===== src/rtl/interrupt_gateway.sv =====
// Interrupt source conditioning: resynchronise, mask, level/edge select, pending latch,
// and in-service tracking driven by the downstream priority controller's handshake.
module interrupt_gateway #(
  parameter int unsigned NO_OF_PERIPHERALS = 8,
  parameter int unsigned WIDTH             = $clog2(NO_OF_PERIPHERALS)
) (
  input  logic                         pclk,
  input  logic                         presetn,
  input  logic [1:0]                   paddr,
  input  logic                         pwrite,
  input  logic                         penable,
  input  logic [NO_OF_PERIPHERALS-1:0] pwdata,
  output logic [NO_OF_PERIPHERALS-1:0] prdata,
  output logic                         pready,
  input  logic [NO_OF_PERIPHERALS-1:0] irq_in,
  output logic [NO_OF_PERIPHERALS-1:0] interrupt_active,
  input  logic                         interrupt_valid,
  input  logic [WIDTH-1:0]             interrupt_to_be_service,
  input  logic                         interrupt_serviced
);

  localparam int unsigned N = NO_OF_PERIPHERALS;

  localparam logic [1:0] AddrMask    = 2'd0;
  localparam logic [1:0] AddrMode    = 2'd1;
  localparam logic [1:0] AddrPending = 2'd2;
  localparam logic [1:0] AddrRaw     = 2'd3;

  logic [N-1:0] r_s1, r_s2, r_s2_d;
  logic [N-1:0] r_mask, r_mode, r_pending, r_in_service;
  logic [N-1:0] r_active, r_prdata;
  logic         r_pready, r_valid_q;

  logic         w_apb_wr, w_apb_rd;
  logic         w_capture, w_retire;
  logic [N-1:0] w_rise, w_cap_sel, w_w1c;
  logic [N-1:0] w_mask_d, w_mode_d, w_pending_d, w_in_service_d;
  logic [N-1:0] w_req, w_rdata;

  assign w_apb_wr  = penable & pwrite;
  assign w_apb_rd  = penable & ~pwrite;
  assign w_rise    = r_s2 & ~r_s2_d;
  assign w_capture = interrupt_valid & ~r_valid_q;
  assign w_retire  = interrupt_valid & interrupt_serviced;

  // Out-of-range indices match no bit and are therefore ignored.
  always_comb begin
    w_cap_sel = '0;
    for (int i = 0; i < int'(N); i++) begin
      w_cap_sel[i] = w_capture && (interrupt_to_be_service == WIDTH'(i));
    end
  end

  always_comb begin
    w_mask_d = r_mask;
    w_mode_d = r_mode;
    w_w1c    = '0;
    if (w_apb_wr) begin
      unique case (paddr)
        AddrMask:    w_mask_d = pwdata;
        AddrMode:    w_mode_d = pwdata;
        AddrPending: w_w1c    = pwdata;
        AddrRaw:     ;
        default:     ;
      endcase
    end
  end

  // A fresh edge beats any clear in the same cycle; level-mode bits never hold pending.
  assign w_pending_d = ((r_pending & ~w_w1c & ~(w_cap_sel & r_mode)) | w_rise) & w_mode_d;

  // Retire beats a simultaneous capture.
  assign w_in_service_d = w_retire ? '0 : (r_in_service | w_cap_sel);

  assign w_req = ((r_mode & r_pending) | (~r_mode & r_s2)) & r_mask & ~r_in_service;

  always_comb begin
    w_rdata = '0;
    unique case (paddr)
      AddrMask:    w_rdata = r_mask;
      AddrMode:    w_rdata = r_mode;
      AddrPending: w_rdata = r_pending;
      AddrRaw:     w_rdata = r_s2;
      default:     w_rdata = '0;
    endcase
  end

  always_ff @(posedge pclk or negedge presetn) begin
    if (!presetn) begin
      r_s1         <= '0;
      r_s2         <= '0;
      r_s2_d       <= '0;
      r_mask       <= '0;
      r_mode       <= '0;
      r_pending    <= '0;
      r_in_service <= '0;
      r_valid_q    <= 1'b0;
      r_active     <= '0;
      r_prdata     <= '0;
      r_pready     <= 1'b0;
    end else begin
      r_s1         <= irq_in;
      r_s2         <= r_s1;
      r_s2_d       <= r_s2;
      r_mask       <= w_mask_d;
      r_mode       <= w_mode_d;
      r_pending    <= w_pending_d;
      r_in_service <= w_in_service_d;
      r_valid_q    <= interrupt_valid;
      r_active     <= w_req;
      r_pready     <= penable;
      if (w_apb_rd) begin
        r_prdata <= w_rdata;
      end
    end
  end

  assign interrupt_active = r_active;
  assign prdata           = r_prdata;
  assign pready           = r_pready;

endmodule

===== config.mk =====
export PLATFORM = sky130hd
export DESIGN_NAME = interrupt_gateway
export DESIGN_NICKNAME = d
export VERILOG_FILES = /design/src/rtl/interrupt_gateway.sv
export SDC_FILE = /design/constraint.sdc
export NUM_CORES = 1
export LEC_CHECK = 0
export BUFFER_PORTS_ARGS = -buffer_cell sky130_fd_sc_hd__buf_2
export CORE_MARGIN = 5
export CORE_UTILIZATION = 40
export CTS_CLUSTER_SIZE = 25
export DETAILED_ROUTE_END_ITERATION = 6
export SLEW_MARGIN = 20
export SYNTH_ARGS = -nofsm -noshare
export SYNTH_HDL_FRONTEND = slang
export SYNTH_SLANG_ARGS = --single-unit
export TNS_END_PERCENT = 10

===== constraint.sdc =====
create_clock -name pclk -period 1.3 [get_ports pclk]
set_input_delay 0 -clock pclk [delete_from_list [all_inputs] [get_ports pclk]]
set_output_delay 0 -clock pclk [all_outputs]
set_load 0.05 [all_outputs]

==> impl_metrics.tcl <==
set metrics [dict create \
    run_status "completed" \
    totalWireLength_um 5990 \
    floorplan.rows 31 \
    io_pins 44 \
    max_slew.worst_pin.slew_ps 400 \
    slew_viols_final 0 \
    crit_path_max_delay_family "simple AND/OR/NAND/NOR gates" \
    fin_area_mm2 0.00387 \
    antenna_violating_nets_post_route 0 \
    rsz0062_at_grt "yes" \
    tritoncts "built" \
    core-area_mm2 0.00729 \
    route.vias.total 1888 \
    area.growth.synth_to_final_pct 29.0 \
    cp_data_arrival_time_ps 1520 \
    fin_crit_ps 1300 \
    yosysWarningCount 0 \
    io_buffers 43 \
    wl_per_cell_um 15.1 \
    post-cts-setup-buffers 0 \
    start_util_pct 41.1 \
    cellPowerDensity_mw_per_mm2 1490 \
    place_area_mm2 0.00352 \
    design.die.area_mm2 0.00933 \
    p_leak_nw 1.88 \
    critical-path-max-stage-delay_ps 530 \
    fillerInstances 661 \
    timing.max_slew.rel_slack_pct 73.3 \
    layout_setup_ws_ps 1.61 \
    ys_types 24 \
    vdd.ir_drop.worst_v 0.000579 \
    post_route_skew_ps 8.81 \
    hpwl_um 4290 \
    gr-usage-all-layers_pct 14.7 \
    vias_in_the_first_global_route 1960 \
    yosysSeqAreaShare_pct 61.7 \
    drtIter0Drc 66 \
    cts_inserted_buffers 9 \
    dieHeight_um 96.6 \
    drc_errors 0 \
    finish.net_count 323 \
    clock-root-buffer "clkbuf_8" \
    hold_slack_final_ps 56.7 \
    global_route.overflow_total 0 \
    drtPass1Iterations 4 \
    vias_per_cell 4.74 \
    clk_transition_reported_paths_ps 70 \
    critical_path.startpoint_type "flip-flop" \
    synth_cells 201 \
    antenna_cells 0 \
    min_path_type "in2reg" \
    timing.final.setup_violations 0 \
    post-layout-total-power_w 0.00576 \
    finalCritPeriodShare_pct 99.9 \
    critPathBufInv 0 \
    finalWeightedCongestion 0.780 \
    crit_path_top_delay_cell "or3b_2" \
    worst_setup_path_end_kind "flip-flop" \
    hold_viol 0 \
    timing.critical_path.cells "or3b_2, nor3_2, a221oi_2" \
    drv.max_cap_violation_count 0 \
    utilization_pct 53.1 \
    grt_start_max_net_pins 38 \
    fp.dieW_um 96.6 \
    grt_pass1_wl_um 9900 \
    post_route_cells_drive_above_1_share_pct 40.1 \
    detailedPlace.worstSlack_ps -36.5 \
    timing.setup.critical_path_class "reg2reg" \
    antenna_found_initial 0 \
    synth_area_mm2 0.00300 \
    worstPathRequired_ps 1520 \
    synthesis.area_per_instance_um2 14.9 \
    clock_latency_ps 340 \
    worstPathMaxFanout 4 \
    clockBufferDepth 2 \
    postSynthNetCount 228 \
    max_freq_mhz 770 \
    clock-sinks 74 \
    cts_max_level 3 \
    total_of_flip_flops_plus_latches_after_synthesis 74 \
]
## cell type report
type                       instances  area [µm²]  area share [%]
sequential                        74        1850            47.9
multi-input combinational        107        1050            27.1
timing repair buffer              88         628            16.2
clock buffer                      10         138            3.56
tap                               99         124            3.20
inverter                          16        60.1            1.55
clock inverter                     4        20.0           0.517
## cells in the final DEF, fill, tap and decap left out, drive strengths merged, types with 3 or more instances in the layout
master | Yosys | layout
mux2 | 16 | 16
dlygate4sd3 | 0 | 19
and2 | 8 | 8
mux2i | 16 | 16
buf | 4 | 69
nor3 | 3 | 3
nor3b | 8 | 8
a221oi | 8 | 8
nand2b | 10 | 10
inv | 16 | 16
nor2 | 6 | 6
clkinv | 0 | 4
o21a | 8 | 8
nand2 | 3 | 3
mux4 | 8 | 8
dfrtp | 74 | 74
o21ai | 8 | 8
clkbuf | 0 | 10
## tightest hold or removal path: cells and delay by family
family	cells	cell delay (ps)
buffers and inverters	1	130
AO/OA/AOI/OAI	1	160
AND/OR/NAND/NOR	1	70
## cells in the mapped netlist (all sizes together)
cell type / n / area [µm²]
nand3b: 1 / 7.51
and2: 8 / 50.1
o21a: 8 / 60.1
nand2b: 10 / 62.6
nor3b: 8 / 60.1
nand2: 3 / 11.3
mux4: 8 / 188
mux2i: 16 / 160
o21ai: 8 / 40.0
dfrtp: 74 / 1850
nor3: 3 / 31.3
and2b: 1 / 7.51
or3b: 1 / 8.76
a221oi: 8 / 120
mux2: 16 / 203
nand4b: 2 / 17.5
inv: 16 / 60.1
nor2: 6 / 22.5
buf: 4 / 37.5
## registers in the layout, summed over array words and instances (netlist names)
name,count
interrupt_active,8
prdata,8
pready,1
r_in_service,8
r_mask,8
r_mode,8
r_pending,8
r_s1,8
r_s2,8
r_s2_d,8
r_valid_q,1
## metal layers
layer  global-route usage, %  wire [µm]
met1                    19.5       2840
met2                    22.4       2770
met3                    5.58        306
met4                    4.32         74
met5                       0          0
## metrics by stage
step / TNS [ps] / instances
after floorplan: 0 / 201
after global placement: -36.9 / 365
after detailed placement: -36.5 / 365
after CTS: -1.88 / 398
after global routing: -167 / 398
final: 0 / 398
## final timing paths
check	start	slack [ps]	depth (start not counted)	to
hold reg to reg	r_s1[6]$_DFF_PN0_	350	0	r_s2[6]$_DFF_PN0_
min in group asynchronous	presetn	80	2	r_mask[2]$_DFFE_PN0P_
setup reg to reg	r_valid_q$_DFF_PN0_	2	3	r_pending[0]$_DFF_PN0_
setup / recovery	r_valid_q$_DFF_PN0_	2	3	r_pending[0]$_DFF_PN0_
hold / removal	interrupt_to_be_service[0]	60	3	r_in_service[0]$_DFF_PN0_
max in group asynchronous	presetn	710	3	r_s2_d[0]$_DFF_PN0_
## repair_timing
action                     4_1_cts  5_1_grt
gates cloned                     0        0
setup endpoints to repair        1       10
gates resized for setup          0        4
hold endpoints to repair       100        0
hold buffers                    19        0
## power by group
part           internal, W  switching, W
sequential         0.00262      0.000165
clock             0.000709      0.000780
combinational     0.000658      0.000835
## cell families after synthesis
group,count (synthesis),share of synthesized area [%]
buffers and inverters,20,3.25
muxes,40,18.4
and+or+nand+nor,43,9.30
AOI/OAI and AO/OA,24,7.34
DFF,74,61.7
(Power assumes the default switching activity.)
